<file path="config.mk">
export PLATFORM = sky130hd
export DESIGN_NAME = mem_arbiter
export DESIGN_NICKNAME = d
export VERILOG_FILES = /design/src/rtl/mem_arb_pkg.sv /design/src/rtl/perf_counter.sv /design/src/rtl/mem_arbiter.sv
export SDC_FILE = /design/constraint.sdc
export NUM_CORES = 1
export LEC_CHECK = 0
export BUFFER_PORTS_ARGS = -buffer_cell sky130_fd_sc_hd__buf_4
export CORE_MARGIN = 2
export CORE_UTILIZATION = 44
export DETAILED_ROUTE_END_ITERATION = 8
export PLACE_DENSITY = 0.76
export SYNTH_ARGS = -nofsm -noshare
export SYNTH_HDL_FRONTEND = slang
export SYNTH_SLANG_ARGS = --single-unit
</file>
<file path="constraint.sdc">
create_clock -name clk -period 2.2 [get_ports clk]
set_clock_uncertainty 0.05 [all_clocks]
set_input_delay 0.44 -clock clk [delete_from_list [all_inputs] [get_ports clk]]
set_output_delay 0.44 -clock clk [all_outputs]
set_load 0.005 [all_outputs]
</file>
<file path="src/rtl/mem_arb_pkg.sv">
// Shared types and constants for the unified-memory arbiter between the
// fetch port and the data port.
package mem_arb_pkg;

    typedef enum logic [1:0] {
        IDLE  = 2'd0,
        IBUSY = 2'd1,
        DBUSY = 2'd2
    } arb_state_e;

    localparam int MAXDSTREAK_DEFAULT = 4;
    localparam int STREAKW            = 4;

endpackage

</file>
<file path="src/rtl/perf_counter.sv">
// Free-running profiling counter: counts enabled cycles, wraps modulo 2^W,
// synchronous active-high reset.
module perf_counter #(
    parameter int W = 32
) (
    input  logic         clk,
    input  logic         reset,
    input  logic         en_i,
    output logic [W-1:0] count_o
);

    logic [W-1:0] count_q;
    logic [W-1:0] count_d;

    always_comb begin
        count_d = count_q;
        if (en_i) begin
            count_d = count_q + {{(W-1){1'b0}}, 1'b1};
        end
    end

    always_ff @(posedge clk) begin
        if (reset) begin
            count_q <= '0;
        end else begin
            count_q <= count_d;
        end
    end

    assign count_o = count_q;

endmodule

</file>
<file path="src/rtl/mem_arbiter.sv">
// Arbitrates one single-port, variable-latency memory between the fetch
// port and the load/store port, with per-port stalls and wait counters.
module mem_arbiter
    import mem_arb_pkg::*;
#(
    parameter int MAXDSTREAK = MAXDSTREAK_DEFAULT,
    parameter int CNTW       = 32
) (
    input  logic            clk,
    input  logic            reset,
    input  logic            IReq,
    input  logic [31:0]     IAdr,
    output logic [31:0]     IRData,
    output logic            IStall,
    input  logic            DReq,
    input  logic            DWe,
    input  logic [31:0]     DAdr,
    input  logic [31:0]     DWData,
    output logic [31:0]     DRData,
    output logic            DStall,
    output logic            MemReq,
    output logic            MemWe,
    output logic [31:0]     MemAdr,
    output logic [31:0]     MemWData,
    input  logic [31:0]     MemRData,
    input  logic            MemAck,
    output logic [CNTW-1:0] IWaitCnt,
    output logic [CNTW-1:0] DWaitCnt,
    output arb_state_e      DbgState
);

    localparam logic [STREAKW-1:0] STREAK_MAX = STREAKW'(MAXDSTREAK);

    arb_state_e         state_q, state_d;
    logic [31:0]        adr_q, adr_d;
    logic               we_q, we_d;
    logic [31:0]        wdata_q, wdata_d;
    logic [31:0]        irdata_q, irdata_d;
    logic [31:0]        drdata_q, drdata_d;
    logic [STREAKW-1:0] streak_q, streak_d;

    logic ack_i;
    logic ack_d;
    logic can_grant;
    logic i_wins;

    assign ack_i     = (state_q == IBUSY) && MemAck;
    assign ack_d     = (state_q == DBUSY) && MemAck;
    assign can_grant = (state_q == IDLE) || ack_i || ack_d;

    // Data normally wins; a fetch that has watched MAXDSTREAK data grants goes next.
    assign i_wins = IReq && (!DReq || (streak_q >= STREAK_MAX));

    always_comb begin
        state_d  = state_q;
        adr_d    = adr_q;
        we_d     = we_q;
        wdata_d  = wdata_q;
        irdata_d = irdata_q;
        drdata_d = drdata_q;
        streak_d = streak_q;

        if (ack_i) begin
            irdata_d = MemRData;
        end
        if (ack_d) begin
            drdata_d = MemRData;
        end

        if (can_grant) begin
            if (i_wins) begin
                state_d = IBUSY;
                adr_d   = IAdr;
                we_d    = 1'b0;
                wdata_d = '0;
            end else if (DReq) begin
                state_d = DBUSY;
                adr_d   = DAdr;
                we_d    = DWe;
                wdata_d = DWData;
            end else begin
                state_d = IDLE;
            end
        end

        if (!IReq) begin
            streak_d = '0;
        end else if (can_grant && i_wins) begin
            streak_d = '0;
        end else if (can_grant && DReq && (streak_q < STREAK_MAX)) begin
            streak_d = streak_q + {{(STREAKW-1){1'b0}}, 1'b1};
        end
    end

    always_ff @(posedge clk) begin
        if (reset) begin
            state_q  <= IDLE;
            adr_q    <= '0;
            we_q     <= 1'b0;
            wdata_q  <= '0;
            irdata_q <= '0;
            drdata_q <= '0;
            streak_q <= '0;
        end else begin
            state_q  <= state_d;
            adr_q    <= adr_d;
            we_q     <= we_d;
            wdata_q  <= wdata_d;
            irdata_q <= irdata_d;
            drdata_q <= drdata_d;
            streak_q <= streak_d;
        end
    end

    assign MemReq   = (state_q != IDLE);
    assign MemWe    = (state_q == DBUSY) && we_q;
    assign MemAdr   = adr_q;
    assign MemWData = wdata_q;

    // Completion data is forwarded in the ack cycle so the stage can advance immediately.
    assign IRData = ack_i ? MemRData : irdata_q;
    assign DRData = ack_d ? MemRData : drdata_q;
    assign IStall = IReq && !ack_i;
    assign DStall = DReq && !ack_d;

    assign DbgState = state_q;

    perf_counter #(.W(CNTW)) u_iwait (
        .clk     (clk),
        .reset   (reset),
        .en_i    (IStall),
        .count_o (IWaitCnt)
    );

    perf_counter #(.W(CNTW)) u_dwait (
        .clk     (clk),
        .reset   (reset),
        .en_i    (DStall),
        .count_o (DWaitCnt)
    );

endmodule

</file>
# --- Yosys cells after proc, flatten, opt, wreduce, memory -nomap -nowiden ---
# Cells that the tools add are included.
totals:
  register_bits: 199
  latchBits: 0
  ram_bits: 0
  rom_bits: 0
  in_bits: 134
  out_inout_bits: 198
  elab_cells: 47
  memories: 0
classes:
  add_sub_neg: 3
  mul: 0
  n_div: 0
  order_cmp: 2
  n_eq_ne: 2
  shifts: 0
  n_mux: 10
  bitwise_logic: 1
  n_reduce_logical: 20
op_table:
  columns: ["cell", "n"]
  rows:
  - ["$mux 32", 6]
  - ["$add 32x1->32 const B", 2]
  - ["$logic_and 1x1->1", 9]
  - ["$add 4x1->4 const B", 1]
  - ["$ge 4x3->1 const B", 1]
  - ["$lt 4x3->1 const B", 1]
  - ["$mux 2", 2]
  - ["$reduce_bool 2->1", 2]
  - ["$logic_not 1->1", 3]
  - ["$logic_or 1x1->1", 3]
  - ["$reduce_or 3->1", 1]
  - ["$eq 2x1->1 const B", 1]
  - ["$eq 2x2->1 const B", 1]
  - ["$logic_not 2->1", 1]
  - ["$mux 1", 2]
  - ["$reduce_and 2->1", 1]
  - ["$not 1->1", 1]

# --- Depth between registers and ports, before layout ---
depth:
  ltp_word: 6
  mapped_depth: 8

# --- Modules after synthesis ---
# A second synthesis with hierarchy kept.
hier_totals:
  hier_cells: 900
  area_unflattened_um2: 8692.1
by_module_without_submodules:
  columns: ["mod", "instances", "cells_per_inst", "area_per_inst_um2"]
  rows:
  - ["mem_arbiter", 1, 538, 5564.1]
  - ["perf_counter", 2, 181, 1564.0]

# --- Worst setup path before layout ---
# No wires, ideal clock.
synth_timing:
  path_kind: "input port to flip-flop"
  startpoint: "input port MemAck"
  endpoint: "register u_dwait.count_q[22] (netlist: u_dwait.count_o[22])"
  setup_ps: 70
  t_arrival_ps: 2147
  required_ps: 2080
  slack_ps: -67
  cell_stages: 7
  path_buffers: 3
  cell_sequence: "buf_2 > and3b_1 > clkbuf_1 > or4_4 > buf_6 > or4_1 > a21oi_1"
synth_via:
  elab_chain_len: 3
synth_rtl:
  columns: ["element", "line_no", "source"]
  rows:
  - ["start, declared", "mem_arbiter.sv:26", "input logic MemAck,"]
  - ["$logic_and 1x1->1", "mem_arbiter.sv:48", "assign ack_d = (state_q == DBUSY) && MemAck;"]
  - ["$logic_not 1->1", "mem_arbiter.sv:124", "assign DStall = DReq && !ack_d;"]
  - ["$logic_and 1x1->1", "mem_arbiter.sv:124", null]
  - ["end signal, assigned", "perf_counter.sv:26", "count_q <= count_d;"]
  - ["end, declared", "perf_counter.sv:12", "logic [W-1:0] count_q;"]
# Every way passes these cells.
# A chain may end at the register's enable or synchronous reset.

# --- Worst setup path after layout ---
layout_timing:
  startpoint: "register state_q[0] (netlist: DbgState[0])"
  endpoint: "output port DRData[11]"
layout_via:
  elab_chain_len: 3
layout_rtl:
  columns: ["element", "line_no", "source"]
  rows:
  - ["start, declared", "mem_arbiter.sv:34", "arb_state_e state_q, state_d;"]
  - ["start signal, assigned", "mem_arbiter.sv:105", "state_q <= state_d;"]
  - ["$eq 2x2->1", "mem_arbiter.sv:48", null]
  - ["$logic_and 1x1->1", "mem_arbiter.sv:48", null]
  - ["$mux 32", null, null]
  - ["end, declared", "mem_arbiter.sv:19", "output logic [31:0] DRData,"]
# Every way passes these cells.

==> results.json <==
{
  "outcome": "finished clean",
  "grt.total_usage_pct": 25.38,
  "post-place-ws_ns": -0.02317,
  "syn-num-nets": 1174,
  "netlist_area_mm2": 0.008378,
  "chipWidth_um": 142.0,
  "post-route-period-util_pct": 98.39,
  "multiInputGateArea_mm2": 0.004193,
  "final_nets": 1508,
  "yosysMostFrequentCell": "nand2_1",
  "dieHeight_um": 142.0,
  "hold_viol": 0,
  "tightest_slew_ns": 0.8665,
  "cts_made_buffers": 17,
  "regArea_mm2": 0.003989,
  "path_clk_slew_ns": 0.08,
  "cts_tree": "built",
  "period_needed_ns": 2.165,
  "combPwrFrac_pct": 14.3,
  "post-route-worst-setup-slack_ns": 0.03537,
  "critPathLaunchType": "register",
  "p_sw_share_pct": 26.95,
  "grt_pass1_wl_um": 41210,
  "dr.pass1.iters": 4,
  "fill_cells": 1589,
  "power_leakage_nw": 5.480,
  "synthFlopType": "dfxtp_1",
  "fmax_ghz": 0.4620,
  "ys_seq_area_share_pct": 47.55,
  "clkSinkCount": 199,
  "core_mm2": 0.01871,
  "ant_nets": 0,
  "crit_type": "reg2out",
  "cap_violations": 0,
  "place_hpwl_um": 18260,
  "syn_to_final_growth_pct": 47.21,
  "netlist_top_cells_count": "nand2_1 (248), dfxtp_1 (199), nor2_1 (93)",
  "worstPathArrival_ns": 1.67,
  "remaining_drc_errors": 0,
  "cts_buffer_depth": 2,
  "critPathRequiredTime_ns": 1.71,
  "final.setup.tns_ns": 0,
  "ir_drop_v": 0.0004923,
  "start_util_pct": 44.79,
  "grt_pass1_vias": 8222,
  "synth_edf_count": 0,
  "seqPwrFrac_pct": 47.4,
  "io_pins": 332,
  "synth_top_area_share_pct": 47.55,
  "maxSlewViolCount": 0,
  "cp-end-kind": "primary output",
  "ys_seq_elements": 199,
  "final_layout_size_suffix_gt1_share_pct": 35.55,
  "num_antenna_cells": 0,
  "grt_overflow_total": 0,
  "routed_via_density": 5.497,
  "worstHoldPathType": "in2reg",
  "post_drt_wl_per_cell_um": 16.78,
  "row_count": 50,
  "p_clk_share_pct": 38.3,
  "die_area_mm2": 0.02016,
  "cts-root-buf": "clkbuf_16",
  "place.gp.congestion": 0.8233,
  "netSwitchingPower_w": 0.002171,
  "cts_max_level": 4,
  "cp_max_fo": 8,
  "synth_cells": 1037,
  "maxSlewHeadroom_pct": 42.23,
  "syn_avg_cell_area_um2": 8.079,
  "synthArstFlopShare_pct": 0,
  "clk_latency_ns": 0.43,
  "power-per-cell-area_mw_per_mm2": 653.1,
  "finalSetupViolations": 0,
  "p_int_w": 0.005884,
  "vias": 8894,
  "finalWirelength_um": 27150,
  "yosys.cell_types.count": 50,
  "drtIter0Drc": 476,
  "port_buffers": 331,
  "synth_top_area_cell": "dfxtp_1",
  "rsz0062_at_grt": "yes",
  "yosysWarnings": 0,
  "ys_top_cells_by_area": "dfxtp_1 (48%), nand2_1 (11%), a21oi_1 (4.3%)",
  "grt_start_max_net_pins": 82,
  "antenna_found_initial": 0
}
==> placed cells by master (no fill, tap or decap), types with 6 or more instances in the layout <==
cell type,Yosys,final
nor4_1,9,9
inv_1,10,10
buf_4,1,377
nand2_4,0,7
dfxtp_1,199,195
and2_1,32,32
clkbuf_16,0,20
or4_1,29,29
nor2_1,93,93
a311oi_1,33,33
buf_6,1,9
o31ai_1,27,27
nand3_1,55,55
and3_1,7,7
a21oi_1,72,72
a32oi_1,33,33
buf_12,0,10
nand2_2,0,37
or3_1,12,11
inv_6,0,6
xor2_1,7,7
xnor2_1,14,14
nand4_1,15,15
o21ai_0,9,9
nand2_1,248,204
==> power by group through the flow <==
stage	sequential (W)	clock (W)	combinational (W)
2_1_floorplan	0.00390	0	0.000448
3_3_place_gp	0.00389	0	0.00107
3_5_place_dp	0.00389	0	0.00108
4_1_cts	0.00381	0.00314	0.00110
5_1_grt	0.00383	0.00328	0.00125
6_report	0.00381	0.00309	0.00115
==> worst max-delay path, stage by stage (launching register included) <==
cell and delay (ns):
dfxtp_2 0.34, buf_6 0.13, nand3b_1 0.16, buf_6 0.15, clkbuf_16 0.18, nand2_2 0.08
nand2_2 0.05, buf_4 0.13
==> flip-flops by register name (all words and copies together) (netlist names) <==
name             count
irdata_q            32
streak_q             4
u_dwait.count_o     32
MemWData            32
MemAdr              32
drdata_q            32
we_q                 1
u_iwait.count_o     32
DbgState             2
==> metal layers <==
metal	part of all wire [%]	wire, um	vias up	global-route usage, %
met5	0	0	-	0
met4	2.2	607	0	8.421
met3	6.6	1805	39	5.821
met2	50	13700	331	44.27
met1	41	11040	4190	30.96
li1	-	-	4334	-
==> cell type report <==
cell class                      count  area share (%)
Clock buffer                       18           3.561
Clock inverter                     14           1.197
Inverter                           10          0.3044
Multi-Input combinational cell    743           34.00
Sequential cell                   199           32.34
Tap cell                          234           2.374
Timing Repair Buffer              400           26.22
==> logic make-up (layout without fill, tap and decap cells) <==
kind of cell / count (synthesis) / in the layout / synth area share [%]
AOI/OAI and AO/OA: 191 / 191 / 15.94
adders and majority gates: 3 / 3 / 0.4481
buffers and inverters: 95 / 442 / 4.450
xor gates and xnor gates: 21 / 21 / 2.195
DFF: 199 / 199 / 47.55
and+or+nand+nor: 526 / 526 / 29.17
muxes: 2 / 2 / 0.2539
==> stage by stage <==
stage          instance area (um2)  power [W]  hold slack [ns]  cells  util [%]
2_1_floorplan                 8381   0.004343           0.3534   1037         -
3_3_place_gp                 11350   0.004956           0.3707   1572     60.70
3_5_place_dp                 11350   0.004975           0.3797   1572     60.70
4_1_cts                      12020   0.008053           0.2018   1609     64.28
5_1_grt                      12330   0.008362           0.2108   1618     65.93
6_report                     12330   0.008054           0.2134   1618     65.93
==> repair_timing <==
item | in CTS | in global routing
hold endpoints to repair | 0 | 0
hold buffers | 0 | 0
buffers inserted | 4 | 5
pin swaps | 0 | 10
gates resized for setup | 10 | 61
endpoints found under the setup margin | 66 | 71
cloned | 1 | 4
==> final timing paths <==
kind | endpoint | depth (start not counted) | start | slack [ns]
setup / recovery | DRData[11] | 7 | DbgState[0]$_SDFFE_PP0P_ | 0.04
hold / removal | MemWData[30]$_SDFFE_PP0P_ | 3 | DWData[30] | 0.21
setup reg to reg | u_dwait.count_o[13]$_SDFFE_PP0P_ | 6 | DbgState[0]$_SDFFE_PP0P_ | 0.11
hold reg to reg | streak_q[3]$_SDFFE_PP0P_ | 2 | streak_q[3]$_SDFFE_PP0P_ | 0.39
Note: power is estimated with default switching activity, not from simulation.
